File: config.mk
export PLATFORM = sky130hd
export DESIGN_NAME = qoi_frame_ctrl
export DESIGN_NICKNAME = d
export VERILOG_FILES = /design/src/rtl/qoi_frame_ctrl.sv
export SDC_FILE = /design/constraint.sdc
export NUM_CORES = 1
export LEC_CHECK = 0
export ABC_AREA = 1
export CAP_MARGIN = 5
export CELL_PAD_IN_SITES_DETAIL_PLACEMENT = 0
export CELL_PAD_IN_SITES_GLOBAL_PLACEMENT = 2
export CORE_MARGIN = 8
export CORE_UTILIZATION = 39
export CTS_CLUSTER_SIZE = 14
export DETAILED_ROUTE_END_ITERATION = 16
export PLACE_DENSITY_LB_ADDON = 0.05
export SYNTH_ARGS = -nofsm -noshare
export SYNTH_HDL_FRONTEND = slang
export SYNTH_SLANG_ARGS = --single-unit
File: constraint.sdc
create_clock -name clk -period 13 [get_ports clk]
set_input_delay 2.6 -clock clk [delete_from_list [all_inputs] [get_ports clk]]
set_output_delay 2.6 -clock clk [all_outputs]
set_load 0.05 [all_outputs]
File: src/rtl/qoi_frame_ctrl.sv
`default_nettype none
// ============================================================================
// Module   : qoi_frame_ctrl
// Purpose  : Frame controller for a streaming QOI encoder. It accepts a frame
//            request, steers pixels from a ready/valid source into an
//            external encoder core, gathers the encoder's variable-length
//            chunks in a small FIFO, and serializes them to a byte stream.
//            With QOI_CTRL_HEADER_EN defined, the stream is wrapped in the
//            14-byte QOI header and the 8-byte end marker.
// Ports    : clk, rst                 - clock, synchronous active-high reset
//            start, width, height     - frame request (accepted in IDLE)
//            busy, done               - status, done is a one-cycle pulse
//            px_r/g/b/a, px_valid,
//            px_ready                 - pixel source handshake
//            enc_r/g/b/a, enc_en,
//            enc_rst                  - encoder pixel feed and control
//            enc_chunk, enc_chunk_bytes - registered encoder chunk (MSB first)
//            out_data, out_valid,
//            out_ready, out_last      - output byte stream
// Config   : QOI_CTRL_HEADER_EN       - emit QOI header and end marker
// Revision : 1.0 - initial release
// ============================================================================
module qoi_frame_ctrl #(
    parameter int FIFO_DEPTH = 4
) (
    input  logic        clk,
    input  logic        rst,
    input  logic        start,
    input  logic [15:0] width,
    input  logic [15:0] height,
    output logic        busy,
    output logic        done,
    input  logic [7:0]  px_r,
    input  logic [7:0]  px_g,
    input  logic [7:0]  px_b,
    input  logic [7:0]  px_a,
    input  logic        px_valid,
    output logic        px_ready,
    output logic [7:0]  enc_r,
    output logic [7:0]  enc_g,
    output logic [7:0]  enc_b,
    output logic [7:0]  enc_a,
    output logic        enc_en,
    output logic        enc_rst,
    input  logic [31:0] enc_chunk,
    input  logic [2:0]  enc_chunk_bytes,
    output logic [7:0]  out_data,
    output logic        out_valid,
    input  logic        out_ready,
    output logic        out_last
);

    localparam int             c_AW    = $clog2(FIFO_DEPTH);
    // Highest occupancy at which a new encoder enable may be issued. Each
    // enable produces at most one push one cycle later, so two slots of
    // margin guarantee the FIFO never overflows.
    localparam logic [c_AW:0]  c_ROOM  = (c_AW+1)'(FIFO_DEPTH - 2);

    localparam logic [2:0]     c_IDLE  = 3'd0;
    localparam logic [2:0]     c_PIX   = 3'd2;
    localparam logic [2:0]     c_FLUSH = 3'd3;
`ifdef QOI_CTRL_HEADER_EN
    localparam logic [2:0]     c_HDR   = 3'd1;
    localparam logic [2:0]     c_TAIL  = 3'd4;
`endif

    logic [2:0]       r_state;
    logic [2:0]       w_next;
    logic             w_done_set;
    logic             r_done;
    logic [31:0]      r_npix;          // pixels still to be consumed
    logic [31:0]      r_last_px;       // most recent pixel {r,g,b,a}
    logic             r_first;         // next enable is enable 0
    logic             r_en_d;          // an enable happened last cycle
    logic             r_en_first_d;    // ... and it was enable 0
    logic             r_flush_sent;

    logic [34:0]      r_fifo_mem [FIFO_DEPTH];
    logic [c_AW-1:0]  r_wptr;
    logic [c_AW-1:0]  r_rptr;
    logic [c_AW:0]    r_count;
    logic [34:0]      w_head;

    logic [31:0]      r_ser_data;
    logic [2:0]       r_ser_cnt;       // bytes left in the serializer

    logic [31:0]      w_n;
    logic             w_start;
    logic             w_room;
    logic             w_fifo_empty;
    logic             w_push;
    logic             w_pop;
    logic             w_ser_active;
    logic             w_ser_valid;
    logic             w_ser_fire;
    logic             w_consume;
    logic             w_flush_en;

`ifdef QOI_CTRL_HEADER_EN
    logic [15:0]      r_width;
    logic [15:0]      r_height;
    logic [3:0]       r_idx;           // byte index within header / tail
    logic [7:0]       w_hdr_byte;
`endif

    assign w_n          = 32'(width) * 32'(height);
    assign w_start      = (r_state == c_IDLE) && start && !rst;
    assign w_room       = (r_count <= c_ROOM);
    assign w_fifo_empty = (r_count == '0);
    // The chunk presented the cycle after an enable belongs to the previous
    // pixel; the one following enable 0 has no owner and is dropped.
    assign w_push       = r_en_d && !r_en_first_d && (enc_chunk_bytes != 3'd0);
    assign w_head       = r_fifo_mem[r_rptr];
    assign w_ser_active = (r_state == c_PIX) || (r_state == c_FLUSH);
    assign w_ser_valid  = w_ser_active && (r_ser_cnt != 3'd0);
    assign w_ser_fire   = w_ser_valid && out_ready;
    // Reload as the last byte of the current chunk leaves so chunks stream
    // back to back.
    assign w_pop        = w_ser_active && !w_fifo_empty &&
                          ((r_ser_cnt == 3'd0) || ((r_ser_cnt == 3'd1) && out_ready));
    assign w_consume    = (r_state == c_PIX) && px_valid && w_room && !rst;
    assign w_flush_en   = (r_state == c_FLUSH) && !r_flush_sent && w_room && !rst;

    assign px_ready = w_consume;
    assign enc_en   = w_consume || w_flush_en;
    assign enc_rst  = w_start;
    assign busy     = (r_state != c_IDLE);
    assign done     = r_done;

`ifdef QOI_CTRL_HEADER_EN
    always_comb begin
        case (r_idx)
            4'd0:    w_hdr_byte = 8'h71;
            4'd1:    w_hdr_byte = 8'h6F;
            4'd2:    w_hdr_byte = 8'h69;
            4'd3:    w_hdr_byte = 8'h66;
            4'd6:    w_hdr_byte = r_width[15:8];
            4'd7:    w_hdr_byte = r_width[7:0];
            4'd10:   w_hdr_byte = r_height[15:8];
            4'd11:   w_hdr_byte = r_height[7:0];
            4'd12:   w_hdr_byte = 8'h04;
            default: w_hdr_byte = 8'h00;
        endcase
    end
`endif

    // Next state and stream outputs
    always_comb begin
        w_next     = r_state;
        w_done_set = 1'b0;
        out_valid  = 1'b0;
        out_data   = 8'h00;
        out_last   = 1'b0;
        case (r_state)
            c_IDLE: begin
                if (w_start) begin
`ifdef QOI_CTRL_HEADER_EN
                    w_next = c_HDR;
`else
                    if (w_n != 32'd0) w_next = c_PIX;
                    else              w_done_set = 1'b1;
`endif
                end
            end
`ifdef QOI_CTRL_HEADER_EN
            c_HDR: begin
                out_valid = 1'b1;
                out_data  = w_hdr_byte;
                if (out_ready && (r_idx == 4'd13))
                    w_next = (r_npix == 32'd0) ? c_TAIL : c_PIX;
            end
            c_TAIL: begin
                out_valid = 1'b1;
                out_data  = (r_idx == 4'd7) ? 8'h01 : 8'h00;
                out_last  = (r_idx == 4'd7);
                if (out_ready && (r_idx == 4'd7)) begin
                    w_next     = c_IDLE;
                    w_done_set = 1'b1;
                end
            end
`endif
            c_PIX: begin
                out_valid = w_ser_valid;
                out_data  = w_ser_valid ? r_ser_data[31:24] : 8'h00;
                if (w_consume && (r_npix == 32'd1)) w_next = c_FLUSH;
            end
            c_FLUSH: begin
                out_valid = w_ser_valid;
                out_data  = w_ser_valid ? r_ser_data[31:24] : 8'h00;
`ifndef QOI_CTRL_HEADER_EN
                // Final byte: no more chunks can arrive and nothing is queued.
                out_last  = w_ser_valid && r_flush_sent && !w_push &&
                            w_fifo_empty && (r_ser_cnt == 3'd1);
`endif
                if (r_flush_sent && !r_en_d && w_fifo_empty && (r_ser_cnt == 3'd0)) begin
`ifdef QOI_CTRL_HEADER_EN
                    w_next     = c_TAIL;
`else
                    w_next     = c_IDLE;
                    w_done_set = 1'b1;
`endif
                end
            end
            default: w_next = c_IDLE;
        endcase
    end

    // Encoder feed: live pixels in PIX; in FLUSH a copy of the last pixel
    // with alpha inverted, which differs from it and so ends any pending run.
    always_comb begin
        enc_r = 8'h00;
        enc_g = 8'h00;
        enc_b = 8'h00;
        enc_a = 8'h00;
        if (r_state == c_PIX) begin
            {enc_r, enc_g, enc_b, enc_a} = {px_r, px_g, px_b, px_a};
        end else if (r_state == c_FLUSH) begin
            {enc_r, enc_g, enc_b, enc_a} = {r_last_px[31:8], ~r_last_px[7:0]};
        end
    end

    always_ff @(posedge clk) begin
        if (w_push) r_fifo_mem[r_wptr] <= {enc_chunk_bytes, enc_chunk};
    end

    always_ff @(posedge clk) begin
        if (rst) begin
            r_state      <= c_IDLE;
            r_done       <= 1'b0;
            r_npix       <= 32'd0;
            r_last_px    <= 32'd0;
            r_first      <= 1'b0;
            r_en_d       <= 1'b0;
            r_en_first_d <= 1'b0;
            r_flush_sent <= 1'b0;
            r_wptr       <= '0;
            r_rptr       <= '0;
            r_count      <= '0;
            r_ser_data   <= 32'd0;
            r_ser_cnt    <= 3'd0;
`ifdef QOI_CTRL_HEADER_EN
            r_width      <= 16'd0;
            r_height     <= 16'd0;
            r_idx        <= 4'd0;
`endif
        end else begin
            r_state      <= w_next;
            r_done       <= w_done_set;
            r_en_d       <= enc_en;
            r_en_first_d <= enc_en && r_first;

            if (w_start) begin
                r_npix       <= w_n;
                r_first      <= 1'b1;
                r_flush_sent <= 1'b0;
`ifdef QOI_CTRL_HEADER_EN
                r_width      <= width;
                r_height     <= height;
`endif
            end else begin
                if (enc_en)     r_first      <= 1'b0;
                if (w_flush_en) r_flush_sent <= 1'b1;
                if (w_consume) begin
                    r_npix    <= r_npix - 32'd1;
                    r_last_px <= {px_r, px_g, px_b, px_a};
                end
            end

`ifdef QOI_CTRL_HEADER_EN
            if (w_start)
                r_idx <= 4'd0;
            else if (((r_state == c_HDR) || (r_state == c_TAIL)) && out_ready)
                r_idx <= (w_next != r_state) ? 4'd0 : r_idx + 4'd1;
`endif

            if (w_push) r_wptr <= r_wptr + 1'b1;
            if (w_pop)  r_rptr <= r_rptr + 1'b1;
            case ({w_push, w_pop})
                2'b10:   r_count <= r_count + 1'b1;
                2'b01:   r_count <= r_count - 1'b1;
                default: r_count <= r_count;
            endcase

            if (w_pop) begin
                r_ser_data <= w_head[31:0];
                r_ser_cnt  <= w_head[34:32];
            end else if (w_ser_fire) begin
                r_ser_data <= {r_ser_data[23:0], 8'h00};
                r_ser_cnt  <= r_ser_cnt - 3'd1;
            end
        end
    end

endmodule
`default_nettype wire

# Word level (Yosys, flattened, before mapping)
# Memories as Yosys holds them, arrays and structs flattened. A register that Yosys moved wholly into a read port is not among the register bits.
# Index checks and enable logic that the tools add are counted.
# word_totals
out_inout_bits,47
word_cells,116
memories,1
ramBits,140
ff_bits,114
input_bits,104
# op_classes
n_reduce_logical,48
addsub,6
mul,1
magnitude_cmp,1
eq_ne,10
mux,34
n_bitwise,2
# mem_list
name,depth,width,read_ports,rd_clocked_by_memory_dff,wr,line_no,text
r_fifo_mem,4,35,1,1,1,78,logic [34:0] r_fifo_mem [FIFO_DEPTH];
# ops
cell,n
two-way mux 32 bit,4
two-way mux 8 bit,10
"equality test 32 x 1 -> 1 bit, second input constant",1
multiplier 16 x 16 -> 32 bit,1
nonzero test 32 bit,1
"subtractor 32 x 1 -> 32 bit, second input constant",1
logical AND 1 bit,24
two-way mux 3 bit,6
zero test 3 bit,3
two-way mux 1 bit,9
case mux 3 bit (3 select lines),1
nonzero test 3 bit,3
NOT 8 bit,1
nonzero test 2 bit,4
"equality test 3 x 2 -> 1 bit, second input constant",2
zero test 1 bit,6
"!= test 2 x 1 -> 1 bit, second input constant",3
case mux 3 bit (2 select lines),1
"subtractor 3 x 1 -> 3 bit, second input constant",2
"adder 2 x 1 -> 2 bit, second input constant",2
two-way mux 2 bit,2
AND reduction 4 bit,1
OR reduction 2 bit,2
"adder 3 x 1 -> 3 bit, second input constant",1
other kinds (9),11

# Longest topological paths before layout
# depth
ltp_word,8
mapped_depth,34
mapped_depth_nobuf,32

# Worst setup path after synthesis
# Ideal clock, no wire load.
# synth_path
path_kind,input to register
from,in width[15]
to,reg r_state[1]
n_path_buf,2
setup_ps,113
required_ps,12887
setup_slack_ps,5033
t_arrival_ps,7854
path_stages,29
path_cell_list,clkbuf_1 > clkbuf_1 > nand2_1 > fa_1 > fa_1 > inv_1 > fa_1 > inv_1 > fa_1 > fa_1 > fa_1 > inv_1 > ha_1 > nand2_1 > inv_1 > nand2_1 > inv_1 > a21oi_1 > nand3b_1 > nand2_1 > nand3_1 > nor2_1 > nand2_1 > nor2_2 > nand3_2 > nand3_2 > nand2_1 > nand2_1 > nor2_1
# synth_between
elab_chain_cells,4
# synth_rtl
item,line_no,text
from (decl),29,"input logic [15:0] width,"
multiplier 16 x 16 -> 32 bit,106,assign w_n = 32'(width) * 32'(height);
nonzero test 32 bit,160,if (w_n != 32'd0) w_next = c_PIX;
!= test 2 x 1 -> 1 bit (no source line),-,
AND reduction 4 bit (no source line),-,
to (signal assigned),228,r_state <= c_IDLE;
to (signal assigned),247,r_state <= w_next;
to (decl),67,logic [2:0] r_state;
# Every way passes these cells.
# A chain may end at the register's enable or synchronous reset.

# Final worst setup path
# layout_path
from,in width[11]
to,reg r_state[0]
# Same word-level chain as after synthesis.

==> impl_metrics.json <==
{
  "status": "finished clean",
  "setup_ws_ns": 4.200,
  "synthesis.area_sq_um": 20640,
  "post-dp-hpwl_um": 41550,
  "skew_ns": 0.02127,
  "ctsResizeCount": 0,
  "power_density_nw_per_um2": 271.4,
  "peakVddDrop_v": 0.0001874,
  "drive_above_1_share_pct": 5.006,
  "clkSinkCount": 255,
  "syn-num-nets": 3012,
  "die_h_um": 246.0,
  "r2r_slack_ns": 8.94,
  "diodes": 0,
  "worst-slew-pin-transition_ns": 0.9531,
  "coreArea_sq_um": 52450,
  "yosys_warnings": 0,
  "post-route-period-util_pct": 67.70,
  "p_switching_mw": 3.460,
  "p_sw_share_pct": 54.03,
  "synth_adder_area_share_pct": 26.01,
  "fin_nets": 3073,
  "tns_ns": 0,
  "synth_top_flop_cell": "edfxtp_1",
  "drc": 0,
  "pre_cts_ws_ns": 3.658,
  "detail-route-antenna-nets": 0,
  "worstReg2RegStart": "r_state[0]",
  "rsz0062_at_grt": "false",
  "grt_pass1_vias": 17360,
  "p_leak_nw": 10.94,
  "critPathCaptureType": "flip-flop",
  "initial_core_util_pct": 39.35,
  "place_congestion": 0.8288,
  "p_comb_share_pct": 71.9,
  "hold_violations": 0,
  "wirelength_um": 56270,
  "final_cell_mix": "nand2_1, inv_1, nor2_1",
  "antenna_found_initial": 0,
  "worstPathArrival_ns": 9.28,
  "h-tree-depth": 1,
  "track_usage_pct": 18.82,
  "utilization_pct": 44.99,
  "synth-seq-area-share_pct": 31.52,
  "hold_path_end": "r_en_first_d",
  "hp-class": "reg -> reg",
  "synth-xor-area-share_pct": 0.6790,
  "syn_area_per_cell_sq_um": 7.950,
  "synth_compound_area_share_pct": 8.463,
  "synth_top_family_by_area": "adder cells",
  "reg2reg_depth": 15,
  "grt_pass1_wl_um": 92490,
  "total_power_mw": 6.404,
  "root_buffer": "clkbuf_16",
  "synthDistinctLibCells": 56,
  "drt_iter0_drc": 1118,
  "hold_depth": 2,
  "portBuffers": 150,
  "ys_ff_latch": 255,
  "routedWlPerCell_um": 16.72,
  "dieArea_sq_um": 60540,
  "vias": 16620,
  "cts_tree": "built",
  "power_frac_clock_pct": 12.6,
  "drv_cap": 0,
  "post_cts_buffers": 0,
  "syn_inst": 2596,
  "ios": 151,
  "clk_path_buf_depth": 3,
  "clock_latency_ns": 0.56,
  "fin_crit_ns": 8.800,
  "overflow": 0,
  "path_max_fanout": 16,
  "path_clk_slew_ns": 0.06,
  "start_kind": "primary input",
  "finalMaxSlewViolations": 0,
  "worst-setup-path-type": "in -> reg",
  "postCtsHoldBufs": 0,
  "max_freq_mhz": 113.6,
  "maxSlewHeadroom_pct": 36.37,
  "p_int_mw": 2.944,
  "synthMuxAreaShare_pct": 0,
  "grt_max_degree": 79,
  "async_reset_ff_share_pct": 0,
  "timing.rr.end": "r_count[2]",
  "rows": 84,
  "yosys.area_share.simple_pct": 22.09,
  "setup_viol": 0,
  "fillCellCount": 5316,
  "pwr-share-seq_pct": 15.6,
  "die_x_um": 246.0,
  "layout_commonest_cell": "nand2_1",
  "viasPerCell": 4.940,
  "cts_made_buffers": 26,
  "synth_edf_count": 140,
  "hp-start": "r_first",
  "crit_start": "width[11]",
  "area_growth_pct": 14.33,
  "worstPathRequired_ns": 13.47,
  "drt_pass1_iterations": 7
}
[cells in the mapped netlist, types with 28 or more instances]
master	count	area (sq um)
fa_1	195	3904
nand3_1	80	400.4
a21oi_1	63	315.3
nor2_1	261	979.7
o21ai_0	151	755.7
ha_1	117	1464
a31oi_1	28	175.2
inv_1	457	1715
clkbuf_1	120	450.4
edfxtp_1	140	4204
dfxtp_1	115	2302
o22ai_1	28	175.2
nand2_1	658	2470
[per-stage QoR]
stage	hold WS [ns]	cells	area, sq um
after floorplan	0.4124	2596	20640
after global placement	0.4323	3317	22650
after detailed placement	0.4370	3317	22650
after CTS	0.4393	3365	23600
after global routing	0.4646	3365	23600
final	0.4451	3365	23600
[how the worst max path moves through the flow]
stage                 end  cells past startpoint
2_1_floorplan  r_state[1]                     29
3_3_place_gp   r_state[1]                     24
3_5_place_dp   r_state[1]                     24
4_1_cts        r_state[0]                     23
5_1_grt        r_state[0]                     23
6_report       r_state[0]                     23
[flip-flops by register name, indices dropped and copies added (netlist names), named ones only]
name	cells
r_fifo_mem	140
r_last_px	32
r_npix	32
r_ser_data	32
r_count	3
r_ser_cnt	3
r_rptr	2
r_state	2
r_wptr	2
done	1
r_en_d	1
r_en_first_d	1
r_first	1
r_flush_sent	1
[logic make-up (layout without fill, tap and decap cells)]
| group | Yosys count | count (layout) |
|---|---|---|
| buf+inv | 614 | 695 |
| xor+xnor | 16 | 16 |
| flops | 255 | 255 |
| compound gates | 309 | 309 |
| simple gates | 1090 | 1090 |
| fa+ha+maj | 312 | 312 |
[worst max-delay path: stages]
cell,delay (ns)
clkdlybuf4s50_1,0.98
nand2_1,0.18
fa_1,0.54
fa_1,0.58
fa_1,0.45
fa_1,0.57
fa_1,0.43
fa_1,0.48
inv_1,0.04
ha_1,0.36
nand2_1,0.16
nor2_1,0.32
nand3_1,0.15
nand3_1,0.23
nand2_1,0.08
nand2_1,0.08
xnor2_1,0.23
nand3_1,0.12
nor2_1,0.25
nand3_2,0.13
nand4_1,0.08
nand2_1,0.08
nor2_1,0.12
[final cells by class]
type	instances	area (sq um)	share of cell area [%]
multi-input cells	1727	11850	50.20
flip-flops and latches	255	6509	27.58
inverters	480	1803	7.641
repair buffers	167	1629	6.904
well taps	688	860.8	3.648
clock buffers	41	829.5	3.516
clock inverters	7	120.1	0.5090
[power by group through the flow]
stage / sequential, mW / combinational, mW / clock [mW]
2_1_floorplan: 0.999 / 3.32 / 0
3_3_place_gp: 1.01 / 4.66 / 0
3_5_place_dp: 1.01 / 4.64 / 0
4_1_cts: 0.996 / 4.67 / 0.826
5_1_grt: 1.01 / 5.31 / 0.858
6_report: 0.997 / 4.60 / 0.804
[metal layers]
metal	GRT usage [%]	vias up	wire, um
met5	0	-	0
met4	2.648	0	739
met3	2.491	56	2469
met2	32.47	321	27140
met1	25.57	8054	25920
li1	-	8193	-
Note: power is estimated with default switching activity, not from simulation.
